### config.mk
export PLATFORM = sky130hd
export DESIGN_NAME = fetch_stage_flat
export DESIGN_NICKNAME = d
export VERILOG_FILES = /design/src/rtl/pd_pkg.sv /design/src/rtl/fetch_stage_if.sv /design/src/rtl/fetch_fifo.sv /design/src/rtl/fetch_stage.sv /design/src/flat_wrapper.sv
export SDC_FILE = /design/constraint.sdc
export NUM_CORES = 1
export LEC_CHECK = 0
export ABC_AREA = 1
export CAP_MARGIN = 20
export CORE_UTILIZATION = 58
export DETAILED_ROUTE_END_ITERATION = 7
export HOLD_SLACK_MARGIN = 0.03
export MAX_ROUTING_LAYER = met4
export PLACE_DENSITY = 0.92
export SLEW_MARGIN = 15
export SYNTH_ARGS = -nofsm -noshare
export SYNTH_HDL_FRONTEND = slang
export SYNTH_SLANG_ARGS = --single-unit
### constraint.sdc
create_clock -name clock -period 7.4 [get_ports clock]
set_clock_uncertainty 0.05 [all_clocks]
set_input_delay 1.48 -clock clock [delete_from_list [all_inputs] [get_ports clock]]
set_output_delay 1.48 -clock clock [all_outputs]
set_load 0.05 [all_outputs]
### src/rtl/pd_pkg.sv
// rtl/pd_pkg.sv - shared fetch constants and types
package pd_pkg;
   localparam logic [31:0] PC_RESET = 32'h0100_0000;
   localparam logic [31:0] INSN_NOP = 32'h0000_0013;

   typedef logic [31:0] addr_t;
   typedef logic [31:0] insn_t;

   typedef struct packed {
      addr_t pc;
      insn_t insn;
   } fetch_entry_t;
endpackage

### src/rtl/fetch_stage_if.sv
// rtl/fetch_stage_if.sv - imem request/response, redirect and decode handshake bundle
interface fetch_stage_if #(
   parameter int AWIDTH = 32,
   parameter int DWIDTH = 32
);
   logic              imem_req_valid;
   logic              imem_req_ready;
   logic [AWIDTH-1:0] imem_req_addr;
   logic              imem_rsp_valid;
   logic [DWIDTH-1:0] imem_rsp_data;
   logic              redirect_valid;
   logic [AWIDTH-1:0] redirect_pc;
   logic              f_valid;
   logic              f_ready;
   logic [AWIDTH-1:0] f_pc;
   logic [DWIDTH-1:0] f_insn;

   modport master (
      output imem_req_valid, imem_req_addr, f_valid, f_pc, f_insn,
      input  imem_req_ready, imem_rsp_valid, imem_rsp_data,
      input  redirect_valid, redirect_pc, f_ready
   );

   modport slave (
      input  imem_req_valid, imem_req_addr, f_valid, f_pc, f_insn,
      output imem_req_ready, imem_rsp_valid, imem_rsp_data,
      output redirect_valid, redirect_pc, f_ready
   );
endinterface

### src/rtl/fetch_fifo.sv
// rtl/fetch_fifo.sv - small synchronous FIFO with flush, count, full/empty
module fetch_fifo #(
   parameter int WIDTH = 32,
   parameter int DEPTH = 2
) (
   input  logic                   clock,
   input  logic                   reset,
   input  logic                   push,
   input  logic [WIDTH-1:0]       push_data,
   input  logic                   pop,
   input  logic                   flush,
   output logic [WIDTH-1:0]       head,
   output logic [$clog2(DEPTH):0] count,
   output logic                   full,
   output logic                   empty
);
   localparam int AW = $clog2(DEPTH);

   logic [WIDTH-1:0] store [DEPTH];
   logic [AW-1:0]    rd_ptr;
   logic [AW-1:0]    wr_ptr;
   logic             do_push;
   logic             do_pop;

   assign empty   = (count == '0);
   assign full    = (count == (AW+1)'(DEPTH));
   assign do_pop  = pop && !empty;
   assign do_push = push && (!full || do_pop);
   assign head    = store[rd_ptr];

   // pointer and occupancy bookkeeping; flush discards everything queued
   always_ff @(posedge clock) begin
      if (reset || flush) begin
         rd_ptr <= '0;
         wr_ptr <= '0;
         count  <= '0;
      end else begin
         if (do_push) wr_ptr <= wr_ptr + AW'(1);
         if (do_pop)  rd_ptr <= rd_ptr + AW'(1);
         count <= count + (AW+1)'(do_push) - (AW+1)'(do_pop);
      end
   end

   // payload storage is not reset; it is only read while count is non-zero
   always_ff @(posedge clock) begin
      if (do_push && !flush) store[wr_ptr] <= push_data;
   end
endmodule

### src/rtl/fetch_stage.sv
// rtl/fetch_stage.sv - fetch front end (PC, imem requests, decode handshake); FETCH_PERF_CNT_EN adds perf counters
module fetch_stage #(
   parameter int                AWIDTH   = 32,
   parameter int                DWIDTH   = 32,
   parameter int                DEPTH    = 2,
   parameter logic [AWIDTH-1:0] PC_RESET = AWIDTH'(pd_pkg::PC_RESET)
) (
   input  logic          clock,
   input  logic          reset,
   fetch_stage_if.master bus
`ifdef FETCH_PERF_CNT_EN
   ,
   output logic [31:0]   perf_fetched,
   output logic [31:0]   perf_stall,
   output logic [31:0]   perf_flush
`endif
);
   import pd_pkg::*;

   localparam int CW = $clog2(DEPTH) + 1;
   localparam int TW = CW + 2;

   logic [AWIDTH-1:0]        pc;
   logic [CW-1:0]            drop;
   logic [CW-1:0]            tag_count;
   logic [CW-1:0]            buf_count;
   logic [AWIDTH-1:0]        tag_head;
   logic [AWIDTH+DWIDTH-1:0] buf_head;
   logic                     tag_full;
   logic                     tag_empty;
   logic                     buf_full;
   logic                     buf_empty;
   logic [TW-1:0]            inflight_total;
   logic                     req_fire;
   logic                     rsp_take;
   logic                     rsp_drop;
   logic                     f_fire;
   logic                     unused_ok;

   // Every slot is charged: live requests, requests whose data will be thrown
   // away, and instructions parked for decode. This bounds the tag queue and
   // guarantees the output buffer always has room for an accepted response.
   assign inflight_total = TW'(tag_count) + TW'(drop) + TW'(buf_count);

   assign bus.imem_req_valid = !reset && !bus.redirect_valid && (inflight_total < TW'(DEPTH));
   assign bus.imem_req_addr  = pc;
   assign req_fire           = bus.imem_req_valid && bus.imem_req_ready;

   assign rsp_drop = bus.imem_rsp_valid && (drop != '0);
   assign rsp_take = bus.imem_rsp_valid && (drop == '0) && !bus.redirect_valid;

   assign bus.f_valid = !reset && !buf_empty;
   assign f_fire      = bus.f_valid && bus.f_ready;
   assign bus.f_pc    = bus.f_valid ? buf_head[AWIDTH+DWIDTH-1:DWIDTH] : '0;
   assign bus.f_insn  = bus.f_valid ? buf_head[DWIDTH-1:0] : '0;

   assign unused_ok = &{1'b0, tag_full, tag_empty, buf_full, bus.redirect_pc[1:0]};

   fetch_fifo #(
      .WIDTH (AWIDTH),
      .DEPTH (DEPTH)
   ) u_tag_q (
      .clock     (clock),
      .reset     (reset),
      .push      (req_fire),
      .push_data (pc),
      .pop       (rsp_take),
      .flush     (bus.redirect_valid),
      .head      (tag_head),
      .count     (tag_count),
      .full      (tag_full),
      .empty     (tag_empty)
   );

   fetch_fifo #(
      .WIDTH (AWIDTH + DWIDTH),
      .DEPTH (DEPTH)
   ) u_out_buf (
      .clock     (clock),
      .reset     (reset),
      .push      (rsp_take),
      .push_data ({tag_head, bus.imem_rsp_data}),
      .pop       (f_fire),
      .flush     (bus.redirect_valid),
      .head      (buf_head),
      .count     (buf_count),
      .full      (buf_full),
      .empty     (buf_empty)
   );

   // program counter: redirect target (word aligned) wins over sequential advance
   always_ff @(posedge clock) begin
      if (reset) begin
         pc <= PC_RESET;
      end else if (bus.redirect_valid) begin
         pc <= {bus.redirect_pc[AWIDTH-1:2], 2'b00};
      end else if (req_fire) begin
         pc <= pc + AWIDTH'(4);
      end
   end

   // stale-response counter: a redirect converts all live requests into drops,
   // less the one response (if any) that lands in the redirect cycle itself
   always_ff @(posedge clock) begin
      if (reset) begin
         drop <= '0;
      end else if (bus.redirect_valid) begin
         drop <= drop + tag_count - CW'(bus.imem_rsp_valid);
      end else if (rsp_drop) begin
         drop <= drop - CW'(1);
      end
   end

`ifdef FETCH_PERF_CNT_EN
   // saturating event counters for fetched instructions, stalls and flushes
   always_ff @(posedge clock) begin
      if (reset) begin
         perf_fetched <= '0;
         perf_stall   <= '0;
         perf_flush   <= '0;
      end else begin
         if (f_fire && !(&perf_fetched)) perf_fetched <= perf_fetched + 32'd1;
         if (bus.imem_req_valid && !bus.imem_req_ready && !(&perf_stall)) perf_stall <= perf_stall + 32'd1;
         if (bus.redirect_valid && !(&perf_flush)) perf_flush <= perf_flush + 32'd1;
      end
   end
`endif
endmodule

### src/flat_wrapper.sv
// flat-port wrapper written by rule: the top's interface ports become plain ports
module fetch_stage_flat import pd_pkg::*;
#(
   parameter int                AWIDTH   = 32,
   parameter int                DWIDTH   = 32,
   parameter int                DEPTH    = 2,
   parameter logic [AWIDTH-1:0] PC_RESET = AWIDTH'(pd_pkg::PC_RESET)
)
  (clock, reset, bus_imem_req_valid, bus_imem_req_addr, bus_f_valid, bus_f_pc, bus_f_insn, bus_imem_req_ready, bus_imem_rsp_valid, bus_imem_rsp_data, bus_redirect_valid, bus_redirect_pc, bus_f_ready);
  fetch_stage_if #(.AWIDTH(AWIDTH), .DWIDTH(DWIDTH)) bus_i ();
  input  logic clock;
  input  logic reset;
  output wire logic [$bits(bus_i.imem_req_valid)-1:0] bus_imem_req_valid;
  output wire logic [$bits(bus_i.imem_req_addr)-1:0] bus_imem_req_addr;
  output wire logic [$bits(bus_i.f_valid)-1:0] bus_f_valid;
  output wire logic [$bits(bus_i.f_pc)-1:0] bus_f_pc;
  output wire logic [$bits(bus_i.f_insn)-1:0] bus_f_insn;
  input wire logic [$bits(bus_i.imem_req_ready)-1:0] bus_imem_req_ready;
  input wire logic [$bits(bus_i.imem_rsp_valid)-1:0] bus_imem_rsp_valid;
  input wire logic [$bits(bus_i.imem_rsp_data)-1:0] bus_imem_rsp_data;
  input wire logic [$bits(bus_i.redirect_valid)-1:0] bus_redirect_valid;
  input wire logic [$bits(bus_i.redirect_pc)-1:0] bus_redirect_pc;
  input wire logic [$bits(bus_i.f_ready)-1:0] bus_f_ready;
  assign bus_imem_req_valid = bus_i.imem_req_valid;
  assign bus_imem_req_addr = bus_i.imem_req_addr;
  assign bus_f_valid = bus_i.f_valid;
  assign bus_f_pc = bus_i.f_pc;
  assign bus_f_insn = bus_i.f_insn;
  assign bus_i.imem_req_ready = bus_imem_req_ready;
  assign bus_i.imem_rsp_valid = bus_imem_rsp_valid;
  assign bus_i.imem_rsp_data = bus_imem_rsp_data;
  assign bus_i.redirect_valid = bus_redirect_valid;
  assign bus_i.redirect_pc = bus_redirect_pc;
  assign bus_i.f_ready = bus_f_ready;
  fetch_stage #(.AWIDTH(AWIDTH), .DWIDTH(DWIDTH), .DEPTH(DEPTH), .PC_RESET(PC_RESET)) u_core (.clock(clock), .reset(reset), .bus(bus_i));
endmodule
==> impl_metrics.sql <==
INSERT INTO impl_metrics (metric_group, metric, value, unit) VALUES
('routing', 'detailedRoute.firstPassIterationCount', '5', ''),
('sta', 'report.final.hold_viol_count', '0', ''),
('routing', 'post-route-drc-count', '0', ''),
('clocking', 'cts_root_buf', 'sky130_fd_sc_hd__clkbuf_16', ''),
('grt', 'antenna_violations_before_repair', '0', ''),
('critical_path', 'critPathCaptureType', 'output port', ''),
('grt', 'global_route_wire_length_before_repair', '34.21', 'mm'),
('routing', 'wl_per_cell', '16.53', 'um'),
('sta', 'slew-limit-headroom', '40.27', '%'),
('critical_path', 'critical_path_depth', '7', ''),
('critical_path', 'required', '5870', 'ps'),
('power', 'power-per-cell-area', '231.3', 'nW/um^2'),
('critical_path', 'timing.critical_path.cells', 'clkdlybuf4s50_1, buf_4, a21oi_4, buf_4, nand2_1, inv_1, clkdlybuf4s50_1', ''),
('logic_synthesis', 'yosys.cell_types.count', '35', ''),
('grt', 'track_usage', '25.22', '%'),
('logic_synthesis', 'synth_warnings', '0', ''),
('grt', 'grt_remaining_overflow', '0', ''),
('clocking', 'cts_made_buffers', '23', ''),
('logic_synthesis', 'synth_sequential_area_ratio', '62.75', '%'),
('critical_path', 'crit_path_start', 'reset', ''),
('power', 'power.static_leakage', '4.993', 'nW'),
('floorplanning', 'std_cell_rows', '47', ''),
('critical_path', 'rr_endpoint', 'u_core.u_tag_q.store[0][27]', ''),
('critical_path', 'worstRegToRegCells', '11', ''),
('sta', 'final-setup-viol-count', '0', ''),
('grt', 'grt_max_degree', '66', ''),
('sta', 'drv_slew', '0', ''),
('cells_and_area', 'antenna_cells', '0', ''),
('clocking', 'cts_post_setup_buffers_inserted', '0', ''),
('floorplanning', 'initial_utilization', '60.32', '%'),
('critical_path', 'path_buf_inv', '5', ''),
('floorplanning', 'placeableCoreArea', '16820', 'sq um'),
('sta', 'grt_setup_unrepaired', 'false', ''),
('floorplanning', 'die_w', '134.3', 'um'),
('logic_synthesis', 'post_synth_instance_area', '10140', 'sq um'),
('cells_and_area', 'finalCoreUtilization', '75.91', '%'),
('routing', 'drt.antenna.violating_nets', '0', ''),
('clocking', 'clock_latency', '500', 'ps'),
('sta', 'fmax', '183.3', 'MHz'),
('power', 'ir_worst_vdd', '184.9', 'uV'),
('clocking', 'clk_path_buf_depth', '3', ''),
('placement', 'place.gp.congestion', '0.9936', ''),
('critical_path', 'worst_path_dominant_cell_family', 'buffers and inverters', ''),
('cells_and_area', 'nFillCells', '1056', ''),
('sta', 'aggregate_negative_setup_slack', '0', 'ps'),
('clocking', 'cts_num_sinks', '226', ''),
('floorplanning', 'fp.dieH', '134.3', 'um'),
('grt', 'first_global_vias', '6802', ''),
('critical_path', 'crit_end', 'bus_f_pc[23]', ''),
('outcome', 'run_status', 'finished clean', ''),
('routing', 'drt-total-wl', '21.77', 'mm'),
('sta', 'tightest_slew', '896.0', 'ps'),
('cells_and_area', 'drive_gt1_share', '14.40', '%'),
('power', 'fin_total_pwr', '2.952', 'mW'),
('clocking', 'clk_pin_slew', '60', 'ps'),
('critical_path', 'regToRegSetupSlack', '3270', 'ps'),
('critical_path', 'critPathSlowestCell', 'sky130_fd_sc_hd__clkdlybuf4s50_1', ''),
('critical_path', 'startpoint_type', 'primary input', ''),
('critical_path', 'worst_path_largest_cell_delay', '810', 'ps'),
('cells_and_area', 'nets', '1162', ''),
('critical_path', 'crit_path_class', 'primary input to output port', ''),
('critical_path', 'critical_path_arrival', '3930', 'ps'),
('logic_synthesis', 'ys_ff_latch', '226', ''),
('sta', 'timing.hold.ws', '408.2', 'ps'),
('floorplanning', 'die_area', '18020', 'sq um'),
('logic_synthesis', 'mapped_avg_cell_area', '11.05', 'sq um'),
('clocking', 'cts_hold_repair.buffers', '0', ''),
('clocking', 'ctsResizeCount', '0', ''),
('logic_synthesis', 'netlist_instances', '918', ''),
('cells_and_area', 'signed_area_change_from_the_synthesized_netlist_to_the_final_layout', '25.85', '%'),
('placement', 'detailed_place_hpwl', '13.30', 'mm'),
('flow_run', 'max_capacitance_violation_count', '0', ''),
('routing', 'routed-via-count', '7017', ''),
('critical_path', 'reg2reg_from', 'u_core.u_tag_q.count[0]', ''),
('routing', 'drt_iter0_drc', '484', ''),
('sta', 'post-route-min-period', '5456', 'ps'),
('min_path', 'worstHoldPathType', 'flop to flop', ''),
('sta', 'layout_worst_path_cycle_share', '73.72', '%'),
('routing', 'via_per_inst', '5.328', ''),
('clocking', 'total_number_of_h_tree_levels', '1', ''),
('floorplanning', 'floorplan.io_pins', '168', ''),
('clocking', 'cts_tree', 'yes', ''),
('placement', 'number_of_port_buffers', '161', ''),
('critical_path', 'timing.critical_path.fanout_max', '65', '');
==> metrics by stage <==
| step | cell area (sq um) | std cells | worst slack [ps] |
|---|---|---|---|
| 6_report | 12770 | 1317 | 1944 |
| 2_1_floorplan | 10160 | 921 | 2215 |
| 5_1_grt | 12770 | 1317 | 1763 |
| 4_1_cts | 12770 | 1317 | 1923 |
| 3_5_place_dp | 11950 | 1276 | 1933 |
| 3_3_place_gp | 11950 | 1276 | 1956 |
==> worst reg2reg max path: cells and delay by family, from the launching register on <==
| family | cells | cell delay [ps] |
|---|---|---|
| DFF | 1 | 350 |
| and+or+nand+nor | 5 | 1030 |
| buffers and inverters | 3 | 1090 |
| adders and majority gates | 3 | 1250 |
==> placed cells by master (no fill, tap or decap), types with 5 or more instances in the layout <==
cell type	n
sky130_fd_sc_hd__a21oi_1	29
sky130_fd_sc_hd__buf_4	9
sky130_fd_sc_hd__clkbuf_16	23
sky130_fd_sc_hd__clkbuf_8	5
sky130_fd_sc_hd__clkdlybuf4s50_1	161
sky130_fd_sc_hd__clkinv_2	5
sky130_fd_sc_hd__dfxtp_1	41
sky130_fd_sc_hd__edfxtp_1	184
sky130_fd_sc_hd__ha_1	9
sky130_fd_sc_hd__inv_1	116
sky130_fd_sc_hd__mux2_2	92
sky130_fd_sc_hd__nand2_1	228
sky130_fd_sc_hd__nand3_1	54
sky130_fd_sc_hd__nor2_1	67
sky130_fd_sc_hd__o21ai_0	9
sky130_fd_sc_hd__o21bai_1	5
sky130_fd_sc_hd__xnor2_1	5
sky130_fd_sc_hd__xor2_1	11
==> sequential cells by signal, summed over array words and instances, names as in the netlist, named ones only <==
signal,cells
u_core.bus.imem_req_addr,30
u_core.u_out_buf.wr_ptr,1
u_core.drop,2
u_core.u_tag_q.rd_ptr,1
u_core.u_out_buf.store,124
u_core.u_out_buf.rd_ptr,1
u_core.u_out_buf.count,2
u_core.u_tag_q.count,2
u_core.u_tag_q.store,60
u_core.u_tag_q.wr_ptr,1
==> cells by family (layout without fill, tap and decap cells) <==
kind of cell               Yosys count  in the layout  synth area share [%]
other                                1              4               0.03697
buffers and inverters              155            331                 6.488
DFF                                226            226                 62.75
AOI/OAI and AO/OA                   53             53                 2.948
adders and majority gates           11             11                 1.505
xor gates and xnor gates            16             16                 1.381
and+or+nand+nor                    364            364                 14.68
muxes                               92             92                 10.21
==> final cells by class <==
class | instances | area, sq um | area share, %
multi-input cells | 540 | 3163 | 24.77
repair buffers | 170 | 1679 | 13.15
well taps | 220 | 275.3 | 2.156
inverters | 120 | 460.4 | 3.606
clock inverters | 13 | 177.7 | 1.392
flip-flops and latches | 226 | 6367 | 49.87
clock buffers | 28 | 644.4 | 5.047
==> cells in the mapped netlist <==
cell	number	area (sq um)
sky130_fd_sc_hd__a21oi_1	30	150.1
sky130_fd_sc_hd__buf_2	11	55.05
sky130_fd_sc_hd__nand4_1	1	6.260
sky130_fd_sc_hd__nand2_2	1	6.260
sky130_fd_sc_hd__dfxtp_1	42	840.8
sky130_fd_sc_hd__conb_1	1	3.750
sky130_fd_sc_hd__clkbuf_1	10	37.54
sky130_fd_sc_hd__a21boi_0	4	30.03
sky130_fd_sc_hd__buf_1	5	18.77
sky130_fd_sc_hd__o21ai_0	9	45.04
sky130_fd_sc_hd__nand3_1	54	270.3
sky130_fd_sc_hd__fa_1	2	40.04
sky130_fd_sc_hd__nor2_1	71	266.5
sky130_fd_sc_hd__xor2_1	11	96.34
sky130_fd_sc_hd__nand3_2	1	10.01
sky130_fd_sc_hd__buf_4	4	30.03
sky130_fd_sc_hd__nand3b_1	2	15.01
sky130_fd_sc_hd__nor2_4	2	22.52
sky130_fd_sc_hd__nor3_1	2	10.01
sky130_fd_sc_hd__edfxtp_1	184	5525
sky130_fd_sc_hd__o21a_1	1	7.510
sky130_fd_sc_hd__and2_1	1	6.260
sky130_fd_sc_hd__a31oi_1	2	12.51
sky130_fd_sc_hd__a21oi_2	1	8.760
sky130_fd_sc_hd__inv_2	2	7.510
sky130_fd_sc_hd__inv_6	2	17.52
sky130_fd_sc_hd__o21bai_1	5	37.54
sky130_fd_sc_hd__nand2_1	228	855.8
sky130_fd_sc_hd__mux2_2	92	1036
sky130_fd_sc_hd__xnor2_1	5	43.79
sky130_fd_sc_hd__buf_6	5	56.30
sky130_fd_sc_hd__inv_1	116	435.4
sky130_fd_sc_hd__ha_1	9	112.6
sky130_fd_sc_hd__a211oi_1	1	7.510
sky130_fd_sc_hd__nand2_8	1	20.02
==> power by group <==
| part | total [mW] | switching (mW) | internal, mW |
|---|---|---|---|
| clock network | 1.23 | 0.473 | 0.761 |
| logic | 0.265 | 0.160 | 0.105 |
| registers | 1.45 | 0.0346 | 1.42 |
==> worst min path at each step <==
stage / from / to / slack, ps / depth (start not counted)
after floorplan: u_core.u_tag_q.rd_ptr / flop / 380 / 1
after global routing: u_core.u_tag_q.rd_ptr / u_core.u_tag_q.rd_ptr / 430 / 1
after global placement: u_core.u_tag_q.rd_ptr / u_core.u_tag_q.rd_ptr / 390 / 1
final: u_core.u_tag_q.rd_ptr / u_core.u_tag_q.rd_ptr / 410 / 1
after CTS: u_core.u_tag_q.rd_ptr / u_core.u_tag_q.rd_ptr / 410 / 1
after detailed placement: u_core.u_tag_q.rd_ptr / u_core.u_tag_q.rd_ptr / 400 / 1
==> layer usage <==
metal	part of all wire, %	global-route usage [%]	vias up
li1	-	-	3368
met5	0	-	-
met4	1.7	7.116	0
met3	8.1	2.834	39
met2	49	42.66	306
met1	41	32.32	3304
No activity file was read; power rests on OpenSTA's default activity.
